===== src/rtl/health_bank_if.sv =====
// Bus bundle for health_bank: CPU read/write port plus the hit-request port
// from the collision/projectile logic.
//   master: drives wEn, readEn, addr, dataIn, hit_valid, hit_player, hit_damage;
//           receives dataOut and hit_applied.
//   slave : the health bank side (mirror of master).
interface health_bank_if #(
    parameter int ADDR_WIDTH = 1,
    parameter int DATA_WIDTH = 32,
    parameter int PID_WIDTH  = 1
);
    logic                  wEn;
    logic                  readEn;
    logic [ADDR_WIDTH-1:0] addr;
    logic [DATA_WIDTH-1:0] dataIn;
    logic [DATA_WIDTH-1:0] dataOut;
    logic                  hit_valid;
    logic [PID_WIDTH-1:0]  hit_player;
    logic [DATA_WIDTH-1:0] hit_damage;
    logic                  hit_applied;

    modport master (
        output wEn, readEn, addr, dataIn, hit_valid, hit_player, hit_damage,
        input  dataOut, hit_applied
    );

    modport slave (
        input  wEn, readEn, addr, dataIn, hit_valid, hit_player, hit_damage,
        output dataOut, hit_applied
    );
endinterface


===== src/rtl/health_bank.sv =====
// Per-player health store for NUM_PLAYERS tanks with hit processing.
// Saturating damage, per-player invulnerability cooldown, elimination tracking
// and a sticky game-over/winner/draw result, next to a CPU read/write port.
// Ports:
//   clk, reset   : clock, synchronous active-high reset
//   bus (slave)  : CPU port (wEn, readEn, addr, dataIn, dataOut registered)
//                  and hit port (hit_valid, hit_player, hit_damage, hit_applied)
//   invuln       : bit i set while player i's cooldown is running
//   alive        : bit i set while health[i] != 0
//   game_over    : sticky, at most one player left alive
//   winner       : sole survivor index, meaningful with game_over
//   draw         : game_over with nobody left alive
//   allContents  : health[i] at [(i+1)*DATA_WIDTH-1 : i*DATA_WIDTH]
module health_bank #(
    parameter int NUM_PLAYERS  = 2,
    parameter int DATA_WIDTH   = 32,
    parameter int ADDR_WIDTH   = 1,
    parameter int MAX_HEALTH   = 100,
    parameter int HIT_COOLDOWN = 50,
    parameter int PID_WIDTH    = 1
) (
    input  logic                              clk,
    input  logic                              reset,
    health_bank_if.slave                      bus,
    output logic [NUM_PLAYERS-1:0]            invuln,
    output logic [NUM_PLAYERS-1:0]            alive,
    output logic                              game_over,
    output logic [PID_WIDTH-1:0]              winner,
    output logic                              draw,
    output logic [DATA_WIDTH*NUM_PLAYERS-1:0] allContents
);

    localparam int                  CD_W    = $clog2(HIT_COOLDOWN + 1);
    localparam logic [DATA_WIDTH-1:0] MAX_H = DATA_WIDTH'(MAX_HEALTH);
    localparam logic [CD_W-1:0]     CD_LOAD = CD_W'(HIT_COOLDOWN);

    typedef enum logic {PLAYING = 1'b0, OVER = 1'b1} state_t;

    logic [DATA_WIDTH-1:0] health_q [NUM_PLAYERS];
    logic [DATA_WIDTH-1:0] health_d [NUM_PLAYERS];
    logic [CD_W-1:0]       cd_q     [NUM_PLAYERS];
    logic [CD_W-1:0]       cd_d     [NUM_PLAYERS];
    logic [DATA_WIDTH-1:0] data_out_q, data_out_d;
    logic                  hit_applied_q, hit_applied_d;

    state_t                state_q, state_d;
    logic [PID_WIDTH-1:0]  winner_q, winner_d;
    logic                  draw_q, draw_d;

    logic [NUM_PLAYERS-1:0] hit_sel;
    logic [DATA_WIDTH-1:0]  wr_val;
    int                     alive_cnt;
    logic [PID_WIDTH-1:0]   sole_idx;

    for (genvar g = 0; g < NUM_PLAYERS; g++) begin : g_flat
        assign allContents[g*DATA_WIDTH +: DATA_WIDTH] = health_q[g];
        assign alive[g]  = (health_q[g] != '0);
        assign invuln[g] = (cd_q[g] != '0);
    end

    assign bus.dataOut     = data_out_q;
    assign bus.hit_applied = hit_applied_q;

    // Hit acceptance; a CPU write to the same player takes priority.
    always_comb begin
        hit_sel = '0;
        for (int i = 0; i < NUM_PLAYERS; i++) begin
            if (bus.hit_valid && int'(bus.hit_player) == i && cd_q[i] == '0 &&
                health_q[i] != '0 && state_q != OVER &&
                !(bus.wEn && int'(bus.addr) == i)) begin
                hit_sel[i] = 1'b1;
            end
        end
    end

    assign wr_val        = (bus.dataIn > MAX_H) ? MAX_H : bus.dataIn;
    assign hit_applied_d = |hit_sel;

    always_comb begin
        for (int i = 0; i < NUM_PLAYERS; i++) begin
            health_d[i] = health_q[i];
            cd_d[i]     = (cd_q[i] != '0) ? cd_q[i] - CD_W'(1) : '0;
            if (bus.wEn && int'(bus.addr) == i) begin
                health_d[i] = wr_val;
            end else if (hit_sel[i]) begin
                // Damage saturates at zero instead of wrapping.
                health_d[i] = (bus.hit_damage >= health_q[i]) ? '0
                                                               : health_q[i] - bus.hit_damage;
                cd_d[i]     = CD_LOAD;
            end
        end
    end

    // Read returns the pre-update value; out-of-range index reads zero.
    always_comb begin
        data_out_d = data_out_q;
        if (bus.readEn) begin
            data_out_d = '0;
            for (int i = 0; i < NUM_PLAYERS; i++) begin
                if (int'(bus.addr) == i) data_out_d = health_q[i];
            end
        end
    end

    always_ff @(posedge clk) begin
        if (reset) begin
            for (int i = 0; i < NUM_PLAYERS; i++) begin
                health_q[i] <= MAX_H;
                cd_q[i]     <= '0;
            end
            data_out_q    <= '0;
            hit_applied_q <= 1'b0;
        end else begin
            for (int i = 0; i < NUM_PLAYERS; i++) begin
                health_q[i] <= health_d[i];
                cd_q[i]     <= cd_d[i];
            end
            data_out_q    <= data_out_d;
            hit_applied_q <= hit_applied_d;
        end
    end

    // Survivor count from registered health, so the game-over decision lands
    // one cycle after the health update that caused it.
    always_comb begin
        alive_cnt = 0;
        sole_idx  = '0;
        for (int i = 0; i < NUM_PLAYERS; i++) begin
            if (health_q[i] != '0) begin
                alive_cnt = alive_cnt + 1;
                sole_idx  = PID_WIDTH'(i);
            end
        end
    end

    // Game-state FSM: state register.
    always_ff @(posedge clk) begin
        if (reset) begin
            state_q  <= PLAYING;
            winner_q <= '0;
            draw_q   <= 1'b0;
        end else begin
            state_q  <= state_d;
            winner_q <= winner_d;
            draw_q   <= draw_d;
        end
    end

    // Game-state FSM: next state. Result is captured once on entry to OVER.
    always_comb begin
        state_d  = state_q;
        winner_d = winner_q;
        draw_d   = draw_q;
        if (state_q == PLAYING && alive_cnt <= 1) begin
            state_d  = OVER;
            winner_d = (alive_cnt == 1) ? sole_idx : '0;
            draw_d   = (alive_cnt == 0);
        end
    end

    // Game-state FSM: outputs.
    always_comb begin
        game_over = (state_q == OVER);
        winner    = winner_q;
        draw      = draw_q;
    end

endmodule


===== src/flat_wrapper.sv =====
// flat-port wrapper written by rule: the top's interface ports become plain ports
module health_bank_flat 
#(
    parameter int NUM_PLAYERS  = 2,
    parameter int DATA_WIDTH   = 32,
    parameter int ADDR_WIDTH   = 1,
    parameter int MAX_HEALTH   = 100,
    parameter int HIT_COOLDOWN = 50,
    parameter int PID_WIDTH    = 1
)
  (clk, reset, invuln, alive, game_over, winner, draw, allContents, bus_wEn, bus_readEn, bus_addr, bus_dataIn, bus_hit_valid, bus_hit_player, bus_hit_damage, bus_dataOut, bus_hit_applied);
  health_bank_if #(.ADDR_WIDTH(ADDR_WIDTH), .DATA_WIDTH(DATA_WIDTH), .PID_WIDTH(PID_WIDTH)) bus_i ();
  input  logic clk;
  input  logic reset;
  output logic [NUM_PLAYERS-1:0] invuln;
  output logic [NUM_PLAYERS-1:0] alive;
  output logic game_over;
  output logic [PID_WIDTH-1:0] winner;
  output logic draw;
  output logic [DATA_WIDTH*NUM_PLAYERS-1:0] allContents;
  input wire logic [$bits(bus_i.wEn)-1:0] bus_wEn;
  input wire logic [$bits(bus_i.readEn)-1:0] bus_readEn;
  input wire logic [$bits(bus_i.addr)-1:0] bus_addr;
  input wire logic [$bits(bus_i.dataIn)-1:0] bus_dataIn;
  input wire logic [$bits(bus_i.hit_valid)-1:0] bus_hit_valid;
  input wire logic [$bits(bus_i.hit_player)-1:0] bus_hit_player;
  input wire logic [$bits(bus_i.hit_damage)-1:0] bus_hit_damage;
  output wire logic [$bits(bus_i.dataOut)-1:0] bus_dataOut;
  output wire logic [$bits(bus_i.hit_applied)-1:0] bus_hit_applied;
  assign bus_i.wEn = bus_wEn;
  assign bus_i.readEn = bus_readEn;
  assign bus_i.addr = bus_addr;
  assign bus_i.dataIn = bus_dataIn;
  assign bus_i.hit_valid = bus_hit_valid;
  assign bus_i.hit_player = bus_hit_player;
  assign bus_i.hit_damage = bus_hit_damage;
  assign bus_dataOut = bus_i.dataOut;
  assign bus_hit_applied = bus_i.hit_applied;
  health_bank #(.NUM_PLAYERS(NUM_PLAYERS), .DATA_WIDTH(DATA_WIDTH), .ADDR_WIDTH(ADDR_WIDTH), .MAX_HEALTH(MAX_HEALTH), .HIT_COOLDOWN(HIT_COOLDOWN), .PID_WIDTH(PID_WIDTH)) u_core (.clk(clk), .reset(reset), .bus(bus_i), .invuln(invuln), .alive(alive), .game_over(game_over), .winner(winner), .draw(draw), .allContents(allContents));
endmodule

===== config.mk =====
export PLATFORM = sky130hd
export DESIGN_NAME = health_bank_flat
export DESIGN_NICKNAME = d
export VERILOG_FILES = /design/src/rtl/health_bank_if.sv /design/src/rtl/health_bank.sv /design/src/flat_wrapper.sv
export SDC_FILE = /design/constraint.sdc
export NUM_CORES = 1
export LEC_CHECK = 0
export ABC_CLOCK_PERIOD_IN_PS = 4600
export CAP_MARGIN = 0
export CORE_MARGIN = 2
export CORE_UTILIZATION = 34
export DETAILED_ROUTE_END_ITERATION = 12
export GPL_ROUTABILITY_DRIVEN = 0
export GPL_TIMING_DRIVEN = 0
export HOLD_SLACK_MARGIN = 0.06
export SYNTH_ARGS = -nofsm -noshare
export SYNTH_HDL_FRONTEND = slang
export SYNTH_SLANG_ARGS = --single-unit

===== constraint.sdc =====
create_clock -name clk -period 4.6 [get_ports clk]
set_input_delay 0.92 -clock clk [delete_from_list [all_inputs] [get_ports clk]]
set_output_delay 0.92 -clock clk [all_outputs]
set_load 0.05 [all_outputs]

==> metrics.yaml, run 1 <==
rows: 56
timing_worst_setup_path_type: "input port to register"
max_cap_violations: 0
syn_inst: 1026
drtIter0Drc: 691
cts-root-buf: "clkbuf_16"
grt_start_max_net_pins: 19
clock_sinks: 112
slew_violations: 0
hold_path_class: "register to register"
h-tree-depth: 3
overflow: 0
grt.busiest_layer: "met2"
fmax_mhz: 247
ir_drop_mv: 0.162
r2r_slack_ns: 1.00
timing.rr.start: "u_core.health_q[0][23]$_SDFFE_PP0P_"
fin_skew_ns: 0.0102
synth_top_cell_area_share: 0.277
initial_utilization: 0.345
critPathMaxFanout: 10
synth_top_area_cell: "dfxtp_1"
hold_viol_final: 0
gr-usage-met3: 0.0286
synthMuxAreaShare: 0.0420
synth-main-ff-cell: "dfxtp_1"
ctsResizeCount: 0
async_flop_share: 0
nets: 1348
critPathBufInv: 2
min_period_over_period: 0.879
whs_ns: 0.449
antenna_found_initial: 0
critPathSlowestCell: "clkdlybuf4s50_1"
synth_edf_count: 0
postCtsSetupBuffers: 0
setup-tns-final_ns: 0
wl_um: 30300
met2_usage: 0.403
syn_nets: 1165
synth_compound_area_frac: 0.264
grt_pass1_wl_um: 45100
setup_viol: 0
p_total_mw: 2.81
ys_ff_latch: 112
hold_start: "u_core.cd_q[0][0]$_SDFF_PP0_"
first_pass_iters: 7
cp_cell_sequence: "clkdlybuf4s50_1 > ha_1 > fa_1 > nor2b_1 > o21bai_1 > a21oi_2 > o21bai_1 > a311oi_2 > o21ai_2 > nor2_2 > buf_4 > a22oi_1 > nor2_1"
vias: 8505
numCtsBuffers: 9
clock_path_buffers: 2
postRouteAntennaNets: 0
slew_headroom: 0.308
outcome: "finished, final reports clean"
antenna_cells: 0
synth_top_family_by_area: "compound AO/OA/AOI/OAI gates"
grt_use_met1: 0.317
synthXorXnorAreaFrac: 0.0605
yosysSeqAreaShare: 0.277
cp_common_cell: "o21bai_1"
critical_path.top_delay_family: "compound AO/OA/AOI/OAI gates"
cts_tree: "yes"
drc_errors: 0
whs_path_depth: 1
insertion_delay_ns: 0.36
rsz0062_at_grt: "false"
yosys.cell_types.count: 70
synth-adder-area-share: 0.107
hold_end: "u_core.cd_q[0][0]$_SDFF_PP0_"
cp-start-kind: "input port"
wl_per_cell_um: 19.8
synth-simple-area-share: 0.197
io_buffers: 172
cellPowerDensity_nw_per_um2: 267
io_pins: 175
nFillCells: 2406
clk_pin_slew_ns: 0.08
track_usage: 0.237
fin_crit_ns: 4.04
synth.area.top_cells: "dfxtp_1 (28%), ha_1 (10%), a21oi_1 (6.0%)"
worstPathRequired_ns: 4.89
power.leakage_nw: 4.19
core_um2: 23500
synth_area_per_cell_um2: 7.90
die_w_um: 158
cp-end-kind: "register"
slowest_delay_ns: 0.47
worstMarginPinSlew_ns: 1.03
r2r-end: "u_core.health_q[0][31]$_SDFFE_PP0P_"
grt_pass1_vias: 8000
r2r_cells: 10
synthesis.area_um2: 8110
areaGrowthSynthToFinish_pct: 29.6
drive_gt1_frac: 0.0313
post_drt_via_cell_ratio: 5.55
ctsHoldBuffers: 0
worst_ep_arrival_time_ns: 4.33
fp.dieH_um: 158
die_area_um2: 25100
dp_hpwl_um: 24000
ys_warn_count: 0
[kinds of logic (layout without fill, tap and decap cells)]
family / after synthesis / count (layout)
simple gates: 324 / 324
compound gates: 322 / 322
flops: 112 / 112
buf+inv: 110 / 298
fa+ha+maj: 68 / 68
xor+xnor: 56 / 56
mux: 34 / 34
[sequential cells by signal, indices dropped and copies added, names as in the netlist]
register                cells
u_core.bus.hit_applied      1
u_core.game_over            1
u_core.cd_q                12
u_core.bus.dataOut         32
u_core.health_q            64
u_core.winner               1
u_core.draw                 1
[routing by layer]
| layer | vias up | share of wire | wire [um] |
|---|---|---|---|
| met1 | 4028 | 0.45 | 13600 |
| met2 | 309 | 0.46 | 14000 |
| li1 | 4130 | - | - |
| met5 | - | 0 | 0 |
| met4 | 0 | 0.024 | 719 |
| met3 | 38 | 0.065 | 1960 |
[power by group]
part           internal [mW]  total (mW)  switching [mW]
Sequential              1.04        1.09          0.0589
Clock                  0.388       0.794           0.406
Combinational          0.357       0.919           0.562
Total                   1.78        2.81            1.03
[stage by stage]
stage               area, um2  utilization  setup WS (ns)  instances
global placement        10200        0.436          0.205       1517
global route            10500        0.448          0.367       1533
CTS                     10500        0.448          0.607       1533
floorplan                8110            -           1.39       1026
finish                  10500        0.448          0.558       1533
detailed placement      10200        0.436          0.251       1517
[cell usage in the layout (no fill, tap or decap), drive strengths merged, types with 6 or more instances in the layout]
cell type	instances
a211oi	40
a21o	27
a21oi	98
a221oi	7
a22o	8
a22oi	14
and2	10
buf	10
clkbuf	41
clkdlybuf4s50	172
dfxtp	112
ha	66
inv	72
mux2i	34
nand2	72
nand2b	11
nand3	17
nand4	18
nor2	98
nor2b	8
nor3	30
nor4	25
o211ai	6
o21a	8
o21ai	52
o21bai	18
or2	7
or3	10
xnor2	46
xor2	10
[cell type report]
| cell class | count | area, um2 | area share |
|---|---|---|---|
| plain buffers | 40 | 164 | 0.0156 |
| clock buffers | 11 | 243 | 0.0231 |
| clock inverters | 5 | 38.8 | 0.00369 |
| inverters | 70 | 263 | 0.0250 |
| multi-input cells | 804 | 5440 | 0.517 |
| flip-flops and latches | 112 | 2240 | 0.213 |
| well taps | 319 | 399 | 0.0380 |
| repair buffers | 172 | 1720 | 0.164 |
[cell usage after synthesis, types with 3 or more instances]
cell type,number
o31ai_1,3
a41oi_1,3
buf_1,4
nand3b_1,3
or3_1,10
a211o_1,5
a21o_1,27
inv_1,70
o21bai_1,18
a222oi_1,3
nor4_1,24
xor2_1,10
nand3_1,17
a211oi_1,40
nor2_1,97
a221oi_1,7
o211ai_1,6
or2_2,6
and2_1,10
o21a_1,8
ha_1,66
nand2_1,72
a32o_1,5
a21oi_1,97
dfxtp_1,112
nand4_1,18
a22o_1,8
buf_2,4
nor3b_1,3
clkbuf_1,29
nor3_1,28
nand2b_1,11
and3_1,4
nor2b_1,8
a31oi_1,3
o21ai_0,49
mux2i_1,34
a22oi_1,14
xnor2_1,46
a21boi_0,5
[worst max path at each step]
stage | depth (start not counted) | slack (ns) | to | from
after floorplan | 11 | 1.39 | u_core.health_q[0][62]$_SDFFE_PP0P_ | bus_hit_damage[0]
after global placement | 13 | 0.20 | u_core.health_q[0][48]$_SDFFE_PP0P_ | bus_hit_damage[0]
after detailed placement | 13 | 0.25 | u_core.health_q[0][52]$_SDFFE_PP0P_ | bus_hit_damage[0]
after CTS | 13 | 0.61 | u_core.health_q[0][48]$_SDFFE_PP0P_ | bus_hit_damage[0]
after global routing | 13 | 0.37 | u_core.health_q[0][48]$_SDFFE_PP0P_ | bus_hit_damage[0]
final | 13 | 0.56 | u_core.health_q[0][52]$_SDFFE_PP0P_ | bus_hit_damage[0]
[worst register-to-register path, delay by kind of cell, from the launching register on]
family | cells | cell delay [ns]
buffers and inverters | 2 | 0.72
AOI/OAI and AO/OA | 1 | 0.08
and+or+nand+nor | 7 | 2.33
DFF | 1 | 0.40
(Power assumes the default switching activity.)
==> run 2: changes to the inputs <==
SLEW_MARGIN = 20   (was default)
==> results of run 2 <==
Same layout as run 1: the final DEF is identical, and so are final timing and power.
==> run 3: changes to the inputs <==
ABC_CLOCK_PERIOD_IN_PS = 3600   (was 4600)
CORE_UTILIZATION = 47   (was 34)
PLACE_DENSITY = 0.78   (was default)
SLEW_MARGIN = default   (was 20)
clock period = 3.6 ns   (was 4.6 ns; I/O delays follow)
==> metrics.yaml, run 3 (synthesis results as in run 1) <==
place_ws_ns: -0.408  # was 0.251 ns
drtIter0Drc: 1034  # was 691
io_buffers: 172  # unchanged
dp_hpwl_um: 22000  # was 24,000 um
hold_viol_final: 0  # unchanged
antenna_found_initial: 0  # unchanged
setup_viol: 0  # unchanged
track_usage: 0.312  # was 0.237
min_period_over_period: 0.975
nFillCells: 1523  # was 2,406
worstPathRequired_ns: 3.87  # was 4.89 ns
cp-start-kind: "input port"  # unchanged
worst_ep_arrival_time_ns: 3.78  # was 4.33 ns
setup-tns-final_ns: 0  # unchanged
h-tree-depth: 3  # unchanged
rows: 48  # was 56
multi_input_area_um2: 5520  # was 5440 um2
nets: 1354  # was 1,348
cp-end-kind: "register"  # unchanged
fin_skew_ns: 0.00919  # was 0.0102 ns
clk_pin_slew_ns: 0.08  # about the same
io_pins: 175  # unchanged
initial_utilization: 0.475  # was 0.345
vias: 8733  # was 8,505
clock_path_buffers: 2  # unchanged
worstMarginPinSlew_ns: 0.969  # was 1.03 ns
ir_drop_mv: 0.277  # was 0.162 mV
cts-root-buf: "clkbuf_16"  # unchanged
max_cap_violations: 0  # unchanged
wl_per_cell_um: 20.0  # was 19.8 um
fmax_mhz: 285
largest_reg_flops: 64  # unchanged
fp.dieH_um: 135  # was 158 um
die_area_um2: 18300  # was 25,100 um2
post_drt_via_cell_ratio: 6.04  # was 5.55
grt_start_max_net_pins: 20  # was 19
core_um2: 17100  # was 23,500 um2
drc_errors: 0  # unchanged
cellPowerDensity_nw_per_um2: 348  # was 267 nW/um2
layout_commonest_cell: "clkdlybuf4s50_1"  # unchanged
fin_crit_ns: 3.51
grt_pass1_vias: 8094  # was 8,000
overflow: 0  # unchanged
wl_um: 28800  # was 30,300 um
insertion_delay_ns: 0.37  # was 0.36 ns
grt_pass1_wl_um: 44200  # was 45,100 um
critPathMaxFanout: 4  # was 10
final_cell_mix: "clkdlybuf4s50_1 (172), dfxtp_1 (112), a21oi_1 (95)"  # was clkdlybuf4s50_1 (172), dfxtp_1 (112), nor2_1 (97), a21oi_1 (97), nand2_1 (72)
slew_violations: 0  # unchanged
die_w_um: 135  # was 158 um
whs_path_depth: 1  # unchanged
finalWorstSetupSlack_ns: 0.0899  # was 0.558 ns
first_pass_iters: 8  # was 7
postRouteAntennaNets: 0  # unchanged
slew_headroom: 0.354  # was 0.308
antenna_cells: 0  # unchanged
outcome: "finished, final reports clean"  # unchanged
clock_sinks: 112  # unchanged
power.leakage_nw: 4.25  # was 4.19 nW
r2r_cells: 9  # was 10
numCtsBuffers: 9  # unchanged
cts_tree: "yes"  # unchanged
areaGrowthSynthToFinish_pct: 30.0  # was 29.6%
regMostFlops: "u_core.health_q"  # unchanged
timing_worst_setup_path_type: "input port to register"  # unchanged
hold_path_class: "register to register"  # unchanged
drive_gt1_frac: 0.0467  # was 0.0313
regArea_um2: 2240  # unchanged
ctsHoldBuffers: 0  # unchanged
run 3: layer usage:
metal | track usage | part of all wire
met1 | 0.410 | 0.41
met2 | 0.493 | 0.45
met3 | 0.0670 | 0.093
met4 | 0.137 | 0.043
met5 | 0 | 0
run 3: stage by stage:
step / util / hold slack [ns] / power [mW] / instances / instance area, um2
after CTS: 0.612 / 0.454 / 3.66 / 1439 / 10400
after detailed placement: 0.593 / 0.443 / 2.59 / 1423 / 10100
final: 0.618 / 0.454 / 3.67 / 1445 / 10500
after floorplan: - / 0.426 / 2.21 / 1026 / 8110
after global placement: 0.593 / 0.442 / 2.56 / 1423 / 10100
after global routing: 0.618 / 0.478 / 3.83 / 1445 / 10500
run 3: cell type report:
type | count | area share
clock inverters | 6 | 0.00712
multi-input cells | 804 | 0.524
repair buffers | 178 | 0.168
clock buffers | 10 | 0.0217
plain buffers | 40 | 0.0157
inverters | 70 | 0.0249
well taps | 225 | 0.0267
flip-flops and latches | 112 | 0.213
run 3: final timing paths:
| path | from | end | slack, ns |
|---|---|---|---|
| worst max-delay path | bus_hit_damage[0] | u_core.health_q[0][62]$_SDFFE_PP0P_ | 0.09 |
| worst min-delay path | u_core.cd_q[0][6]$_SDFF_PP0_ | u_core.cd_q[0][6]$_SDFF_PP0_ | 0.45 |
| worst max register to register | u_core.health_q[0][57]$_SDFFE_PP0P_ | u_core.health_q[0][36]$_SDFFE_PP0P_ | 0.19 |
| worst min register to register | u_core.cd_q[0][6]$_SDFF_PP0_ | u_core.cd_q[0][6]$_SDFF_PP0_ | 0.45 |
run 3: power by group:
| part | leakage (nW) | internal (mW) | switching, mW |
|---|---|---|---|
| Sequential | 0.912 | 1.32 | 0.0738 |
| Clock | 0.145 | 0.552 | 0.530 |
| Combinational | 3.19 | 0.459 | 0.731 |
run 3: what timing repair did:
item / in CTS / in global routing
setup endpoints to repair: 7 / 34
gates resized for setup: 5 / 13
setup buffers: 0 / 6
pin swaps: 0 / 4
run 3: critical path, stage by stage:
cell             delay, ns
clkdlybuf4s50_1       0.45
ha_1                  0.24
fa_1                  0.42
nor2b_1               0.19
o21bai_1              0.13
a21oi_2               0.28
o21ai_1               0.19
o31ai_4               0.28
or4b_1                0.48
nand4b_1              0.13
xnor2_1               0.07
a22o_1                0.19
